[config.mk]
export PLATFORM = sky130hd
export DESIGN_NAME = seq_multiplier_flat
export DESIGN_NICKNAME = d
export VERILOG_FILES = /design/src/rtl/seq_multiplier_pkg.sv /design/src/rtl/seq_multiplier_if.sv /design/src/rtl/seq_multiplier_add_n.sv /design/src/rtl/seq_multiplier.sv /design/src/flat_wrapper.sv
export SDC_FILE = /design/constraint.sdc
export NUM_CORES = 1
export LEC_CHECK = 0
export BUFFER_PORTS_ARGS = -buffer_cell sky130_fd_sc_hd__clkbuf_2
export CAP_MARGIN = 20
export CORE_AREA = 2 2 83 93
export CTS_BUF_LIST = sky130_fd_sc_hd__clkbuf_4 sky130_fd_sc_hd__clkbuf_8
export CTS_CLUSTER_SIZE = 12
export DETAILED_ROUTE_END_ITERATION = 8
export DIE_AREA = 0 0 85 95
export PLACE_DENSITY = 0.59
export SLEW_MARGIN = 20
export SYNTH_ARGS = -nofsm -noshare
export SYNTH_HDL_FRONTEND = slang
export SYNTH_SLANG_ARGS = --single-unit
[constraint.sdc]
create_clock -name clk -period 4.7 [get_ports clk]
set_clock_uncertainty 0.15 [all_clocks]
set_input_delay 0.47 -clock clk [delete_from_list [all_inputs] [get_ports clk]]
set_output_delay 0.47 -clock clk [all_outputs]
set_load 0.01 [all_outputs]
[src/rtl/seq_multiplier_pkg.sv]
// Shared types and constants for the sequential shift-and-add multiplier.
package seq_multiplier_pkg;

  typedef enum logic [1:0] {
    IDLE = 2'd0,
    RUN  = 2'd1,
    FIN  = 2'd2
  } state_t;

  localparam logic MODE_UNSIGNED = 1'b0;
  localparam logic MODE_SIGNED   = 1'b1;

  // Bits needed for an iteration counter that runs 0 .. w-1.
  function automatic int cnt_width(input int w);
    return (w < 2) ? 1 : $clog2(w);
  endfunction

endpackage

[src/rtl/seq_multiplier_if.sv]
// Request/response bundle between the ALU and the sequential multiplier.
interface seq_multiplier_if #(parameter int WIDTH = 8);

  logic               start;
  logic               signed_mode;
  logic [WIDTH-1:0]   a;
  logic [WIDTH-1:0]   b;
  logic               busy;
  logic               done;
  logic [2*WIDTH-1:0] product;

  modport master (
    output start, signed_mode, a, b,
    input  busy, done, product
  );

  modport slave (
    input  start, signed_mode, a, b,
    output busy, done, product
  );

endinterface

[src/rtl/seq_multiplier_add_n.sv]
// Parametrised ripple-carry adder built from the full-adder cell.
module fulladder (
  input  logic a,
  input  logic b,
  input  logic cin,
  output logic s,
  output logic cout
);

  assign s    = a ^ b ^ cin;
  assign cout = (a & b) | (cin & (a ^ b));

endmodule

module add_n #(parameter int N = 9) (
  input  logic [N-1:0] x,
  input  logic [N-1:0] y,
  input  logic         cin,
  output logic [N-1:0] sum,
  output logic         cout
);

  logic [N:0] c;

  assign c[0] = cin;

  for (genvar i = 0; i < N; i++) begin : g_bit
    fulladder u_fa (
      .a    (x[i]),
      .b    (y[i]),
      .cin  (c[i]),
      .s    (sum[i]),
      .cout (c[i+1])
    );
  end

  assign cout = c[N];

endmodule

[src/rtl/seq_multiplier.sv]
// Sequential shift-and-add multiplier: one partial product per clock,
// signed operands handled as magnitudes with the sign applied at the end.
module seq_multiplier
  import seq_multiplier_pkg::*;
#(
  parameter int WIDTH = 8
) (
  input  logic            clk,
  input  logic            rst_n,
  seq_multiplier_if.slave bus
);

  localparam int CNT_W = cnt_width(WIDTH);
  localparam int ACC_W = 2 * WIDTH + 1;

  state_t               state;
  logic [ACC_W-1:0]     acc;
  logic [ACC_W-1:0]     acc_next;
  logic [WIDTH-1:0]     mcand;
  logic [WIDTH-1:0]     a_mag;
  logic [WIDTH-1:0]     b_mag;
  logic [CNT_W-1:0]     cnt;
  logic                 neg;
  logic                 busy_r;
  logic                 done_r;
  logic [2*WIDTH-1:0]   product_r;
  logic [2*WIDTH-1:0]   acc_neg;
  logic [WIDTH:0]       sum;
  logic                 carry;

  // The most negative operand negates to itself, which read unsigned is the
  // correct magnitude 2^(WIDTH-1).
  assign a_mag = (bus.signed_mode == MODE_SIGNED && bus.a[WIDTH-1]) ? -bus.a : bus.a;
  assign b_mag = (bus.signed_mode == MODE_SIGNED && bus.b[WIDTH-1]) ? -bus.b : bus.b;

  add_n #(.N(WIDTH + 1)) u_add (
    .x    (acc[ACC_W-1:WIDTH]),
    .y    ({1'b0, mcand}),
    .cin  (1'b0),
    .sum  (sum),
    .cout (carry)
  );

  assign acc_next = acc[0] ? {carry, sum, acc[WIDTH-1:1]}
                           : {1'b0, acc[ACC_W-1:1]};
  assign acc_neg  = -acc[2*WIDTH-1:0];

  always_ff @(posedge clk or negedge rst_n) begin
    if (!rst_n) begin
      state     <= IDLE;
      acc       <= '0;
      mcand     <= '0;
      cnt       <= '0;
      neg       <= 1'b0;
      busy_r    <= 1'b0;
      done_r    <= 1'b0;
      product_r <= '0;
    end else begin
      done_r <= 1'b0;
      case (state)
        IDLE: begin
          if (bus.start) begin
            mcand  <= a_mag;
            acc    <= {{(WIDTH + 1){1'b0}}, b_mag};
            neg    <= (bus.signed_mode == MODE_SIGNED) && (bus.a[WIDTH-1] ^ bus.b[WIDTH-1]);
            cnt    <= '0;
            busy_r <= 1'b1;
            state  <= RUN;
          end
        end
        RUN: begin
          acc <= acc_next;
          cnt <= cnt + CNT_W'(1);
          if (cnt == CNT_W'(WIDTH - 1)) begin
            state <= FIN;
          end
        end
        FIN: begin
          product_r <= neg ? acc_neg : acc[2*WIDTH-1:0];
          done_r    <= 1'b1;
          busy_r    <= 1'b0;
          state     <= IDLE;
        end
        default: begin
          busy_r <= 1'b0;
          state  <= IDLE;
        end
      endcase
    end
  end

  assign bus.busy    = busy_r;
  assign bus.done    = done_r;
  assign bus.product = product_r;

endmodule

[src/flat_wrapper.sv]
// flat-port wrapper written by rule: the top's interface ports become plain ports
module seq_multiplier_flat import seq_multiplier_pkg::*;
#(
  parameter int WIDTH = 8
)
  (clk, rst_n, bus_start, bus_signed_mode, bus_a, bus_b, bus_busy, bus_done, bus_product);
  seq_multiplier_if #(.WIDTH(WIDTH)) bus_i ();
  input  logic clk;
  input  logic rst_n;
  input wire logic [$bits(bus_i.start)-1:0] bus_start;
  input wire logic [$bits(bus_i.signed_mode)-1:0] bus_signed_mode;
  input wire logic [$bits(bus_i.a)-1:0] bus_a;
  input wire logic [$bits(bus_i.b)-1:0] bus_b;
  output wire logic [$bits(bus_i.busy)-1:0] bus_busy;
  output wire logic [$bits(bus_i.done)-1:0] bus_done;
  output wire logic [$bits(bus_i.product)-1:0] bus_product;
  assign bus_i.start = bus_start;
  assign bus_i.signed_mode = bus_signed_mode;
  assign bus_i.a = bus_a;
  assign bus_i.b = bus_b;
  assign bus_busy = bus_i.busy;
  assign bus_done = bus_i.done;
  assign bus_product = bus_i.product;
  seq_multiplier #(.WIDTH(WIDTH)) u_core (.clk(clk), .rst_n(rst_n), .bus(bus_i));
endmodule
Word-level counts from Yosys, hierarchy flattened. Cells that the tools add are included.

Register bits: 49. Latch bits: 0. RAM bits: 0. Memory bits (read-only): 0. Input bits: 20. Output and inout bits: 18. Word-level logic and storage cells: 81. Memories kept: 0.

Add/sub/neg operators: 4. Multipliers: 0. Div/mod/pow operators: 0. $lt $le $gt $ge: 0. Eq/ne operators: 5. Shift-type cells: 0. Mux-type cells: 14. Bitwise gates (word level): 41. Reduce and logical (&&, ||, !) cells: 9.

Operators by type and width (number): $mux W17 (2); $pmux W17 S2 (1); $xor A1 B1 Y1 (17); $and A1 B1 Y1 (16); $mux W16 (1); $mux W8 (2); $neg A16 Y16 (1); $neg A8 Y8 (2); $reduce_and A2 Y1 (4); $or A1 B1 Y1 (7); $pmux W3 S2 (1); $mux W2 (2); $pmux W2 S2 (1); $add A3 B1 Y3 const B (1); $eq A3 B3 Y1 const B (1); $logic_and A1 B1 Y1 (3); $mux W3 (1); $eq A2 B1 Y1 const B (1); $eq A2 B2 Y1 const B (1); $logic_not A2 Y1 (1); $mux W1 (2); $ne A2 B1 Y1 const B (1); $ne A2 B2 Y1 const B (1); $pmux W1 S2 (1); other kinds (2) (2).

Depth between registers and ports, before layout.
Depth after elaboration: 18. Mapped depth: 13. Mapped depth without buffers: 13.

Modules after synthesis. From an unflattened synthesis, not the netlist that was laid out.

Cell total of the unflattened synthesis: 284. Area total of the unflattened synthesis: 2743.9 um^2.

Modules (own cells, without submodules): seq_multiplier (instances 1, cells an instance 275, area each 2563.7 um^2, sequential area each 1226.2 um^2); fulladder (instances 9, cells an instance 1, area each 20.0 um^2, sequential area each 0.0 um^2).

Least setup slack after synthesis. Ideal clock, no wire load.

Path kind: register -> register. Start point: reg u_core.acc[8]. End point: reg u_core.acc[14]. Setup time: 0.134 ns. Arrival: 3.499 ns. Data required time: 4.416 ns. Path slack: 0.916 ns. Stages on the path, launching flop included: 13. Period minus slack after synthesis: 3.784 ns. Cells stage by stage: dfrtp_1 -> ha_1 -> inv_1 -> fa_1 -> fa_1 -> fa_1 -> fa_1 -> fa_1 -> fa_1 -> inv_1 -> fa_1 -> mux2i_1 -> o21ai_0.

Cells in the longest elaborated chain, start to end: 16.

RTL lines: start: declaration (RTL line seq_multiplier.sv:17) `logic [ACC_W-1:0] acc;`; start signal: assignment (RTL line seq_multiplier.sv:64) `acc <= {{(WIDTH + 1){1'b0}}, b_mag};`; start signal: assignment (RTL line seq_multiplier.sv:72) `acc <= acc_next;`; $and A1 B1 Y1 (2 in series) (RTL line seq_multiplier_add_n.sv:11) `assign cout = (a & b) | (cin & (a ^ b));`; $or A1 B1 Y1 (RTL line seq_multiplier_add_n.sv:11); $and A1 B1 Y1 (RTL line seq_multiplier_add_n.sv:11); $or A1 B1 Y1 (RTL line seq_multiplier_add_n.sv:11); $and A1 B1 Y1 (RTL line seq_multiplier_add_n.sv:11); $or A1 B1 Y1 (RTL line seq_multiplier_add_n.sv:11); $and A1 B1 Y1 (RTL line seq_multiplier_add_n.sv:11); $or A1 B1 Y1 (RTL line seq_multiplier_add_n.sv:11); $and A1 B1 Y1 (RTL line seq_multiplier_add_n.sv:11); $or A1 B1 Y1 (RTL line seq_multiplier_add_n.sv:11); $and A1 B1 Y1 (RTL line seq_multiplier_add_n.sv:11); $or A1 B1 Y1 (RTL line seq_multiplier_add_n.sv:11); $xor A1 B1 Y1 (RTL line seq_multiplier_add_n.sv:10) `assign s = a ^ b ^ cin;`; $mux W17 (RTL line seq_multiplier.sv:44) `assign acc_next = acc[0] ? {carry, sum, acc[WIDTH-1:1]}`; $pmux W17 S2 (RTL line seq_multiplier.sv:60) `case (state)`.

Every way passes these cells. A chain may end at the register's enable or synchronous reset.

Worst setup path in the final report. Same ends and word-level chain as after synthesis.

==> results.md <==
* First-pass GRT wire length at 9639 µm
* Status: finished, final reports clean
* Post-CTS Setup Bufs at 0
* Worst Reg2Reg Path Length in Cells at 12
* Reg-to-reg startpoint: u_core.acc[8]
* DR vias at around 2100
* Clk root buf: clkbuf_8
* Core Box Area at 7226 µm²
* Register Area at 1226 µm²
* Maximum fanout along the worst path at 7
* Leakage at roughly 1.5 nW
* Largest cells by area after synthesis: dfrtp_1 44%, nand2_1 6.8%, o21ai_0 6.2%, fa_1 5.1%, xnor2_1 4.4%
* Slew HR at between 30% and 40%
* Seq/Total Area, Yosys at 44.32%
* Mapped Area at between 2000 and 3000 µm²
* R2R setup slack at around 0.76 ns
* Proportion of layout cells with a drive suffix above 1 at about 17%
* ANT cells at 0
* Clk buf depth at 2
* Drt total wl at approximately 5600 µm
* RSZ-0062 raised after global routing: false
* Min-delay worst type: in2async
* Chip width at ~85 µm
* Clock slew seen by the registers of the worst setup and hold paths at around 0.09 ns
* Post-synthesis instance total at ~290
* Post-synthesis area per instance at roughly 9.4 µm²
* Crit. End Element: flip-flop
* Fmax at ~250 MHz
* Num CTS Buffers at 5
* DIE HEIGHT at between 90 and 100 µm
* Setup slack after layout at ~0.76 ns
* Row cnt at 33
* Post-synthesis register bit count at a little under 50
* Antenna Nets Post-Route at 0
* Final Cycle Share at a little over four fifths
* Initial antenna violation count at 0
* Yosys Warn Count at 0
* Max Transition Viols Final at 0
* Final Setup Violations at 0
* CTS tree: built
* Die area at about 8100 µm²
* CP startpoint kind: flip-flop
* # Max-Cap Violations at 0
* Final hold vios at 0
* Hold buffer count at cts at 0
* Number of synthesized flops with an enable pin at 0
* Routed wire length per instance at 13.58 µm
* GPL Wtd Cong at between 0.7 and 0.8
* H-tree depth at 2
* Cts repair resizes at 0
* Maximum vdd drop at 0.2137 mV
* Final Instance Area at ~3100 µm²
* Total grt overflow at 0
* DRC Markers at 0
* Iter 0 DRT Violations at 100
* Area after DPL at about 3000 µm²
* Insertion delay to the later sink of the worst-skew pair at ~0.30 ns
* Largest area contributor in the netlist: dfrtp_1
* First-pass DRT Iterations at 5
* Multi-input gate area at roughly 1400 µm²
* Worst EP required at around 4.7 ns
* GRT Total Usage at around 15%
* Nets@finish at 359
* Setup TNS at 0 ns
* Vias in the first global route at a little over 2000
* Number of I/O pins at 38
* Pwr per Cell Area at slightly below 600 nW/µm²
* Area Growth Syn to Fin at 12.21%
* Ys flop type: dfrtp_1
* Number of I/O port buffers at 37
* Clk sink count at 49
* Hold_ws at 0.09919 ns
* Starting Density at between 30% and 40%
* Setup CP Type: reg2reg
* Largest net degree at the start of global routing at 50
* Total power after layout at 1.817 mW
* Netlist cell types at 39
* RR Endpoint: u_core.acc[14]
* Post-synth top area share at 44.32%
* Most frequent cell after synthesis: nand2_1
* Count of fill cells added during filler insertion at 717
* Tmin final at a little under 4 ns
* Place WS at 0.7578 ns
* Top cells by count, synth: 50 x nand2_1, 49 x dfrtp_1, 34 x o21ai_0
* Syn Nets at between 300 and 400
* Slew @ Worst Pin at between 0.9 and 1 ns
* Vias per std cell at 5.068
* Post-synthesis async set-or-reset flop share at 100.0%
* Critical path arrival at 3.97 ns
* HPWL Detailed at 4234 µm
-- per-layer routing --
layer	part of all wire, %	GRT usage [%]	routed length [µm]	vias up
met5	0	0	0	-
met4	1.2	3.704	68	0
met3	3.3	2.885	183	6
met2	48	25.13	2689	34
met1	48	19.47	2666	991
li1	-	-	-	1062
-- worst max-delay path by stage --
stage               cells after the start              to     startpoint  slack [ns]
finish                                 12  u_core.acc[14]  u_core.acc[8]        0.76
global route                           12  u_core.acc[14]  u_core.acc[8]        0.56
CTS                                    12  u_core.acc[14]  u_core.acc[8]        0.75
detailed placement                     12  u_core.acc[14]  u_core.acc[8]        0.76
global placement                       12  u_core.acc[14]  u_core.acc[8]        0.79
floorplan                              12  u_core.acc[14]  u_core.acc[8]        0.92
-- power breakdown --
part	switching, mW	internal [mW]	total, mW
Sequential	0.199	0.594	0.793
Clock	0.146	0.106	0.252
Combinational	0.419	0.353	0.772
Total	0.763	1.05	1.82
-- final cells by class --
class                   instances  share of cell area (%)
well taps                      87                   3.507
inverters                      26                   3.144
clock buffers                   5                   2.217
multi-input cells             205                   44.74
clock inverters                 3                  0.6852
repair buffers                 38                   6.207
flip-flops and latches         49                   39.50
-- registers in the layout, indices dropped and copies added (netlist names) --
name,flops
u_core.state,2
u_core.bus.done,1
u_core.acc,17
u_core.cnt,3
u_core.bus.product,16
u_core.mcand,8
u_core.bus.busy,1
u_core.neg,1
-- critical path: stages (launching register included) --
cell and delay [ns]:
dfrtp_1 0.47, ha_1 0.18, inv_1 0.05, fa_1 0.37, fa_1 0.39, fa_1 0.39
fa_1 0.39, fa_1 0.39, fa_1 0.36, inv_1 0.07, fa_1 0.40, mux2i_1 0.13
o21ai_0 0.08
-- through the flow --
step	util, %	cells
2_1_floorplan	-	293
3_3_place_gp	41.66	405
3_5_place_dp	41.66	405
4_1_cts	42.91	413
5_1_grt	42.96	413
6_report	42.96	413
-- kinds of logic after synthesis --
| kind of cell | Yosys count | synth area share, % |
|---|---|---|
| buf+inv | 39 | 5.608 |
| compound gates | 82 | 19.00 |
| mux | 7 | 2.533 |
| xor+xnor | 25 | 7.915 |
| flops | 49 | 44.32 |
| fa+ha+maj | 14 | 8.231 |
| simple gates | 77 | 12.39 |
-- placed cells by master, fill, tap and decap left out, types with 3 or more instances in the layout --
master,instances
nor3_1,5
clkbuf_8,5
a21oi_1,8
a31oi_1,5
a22oi_1,3
a22o_1,4
dfrtp_1,49
xnor2_1,14
fa_1,7
ha_1,7
clkbuf_2,37
mux2i_1,7
inv_1,26
nor2_1,9
nand2_1,50
o21ai_1,8
xor2_1,11
o22ai_1,8
o21ai_0,34
Note: power is estimated with default switching activity, not from simulation.
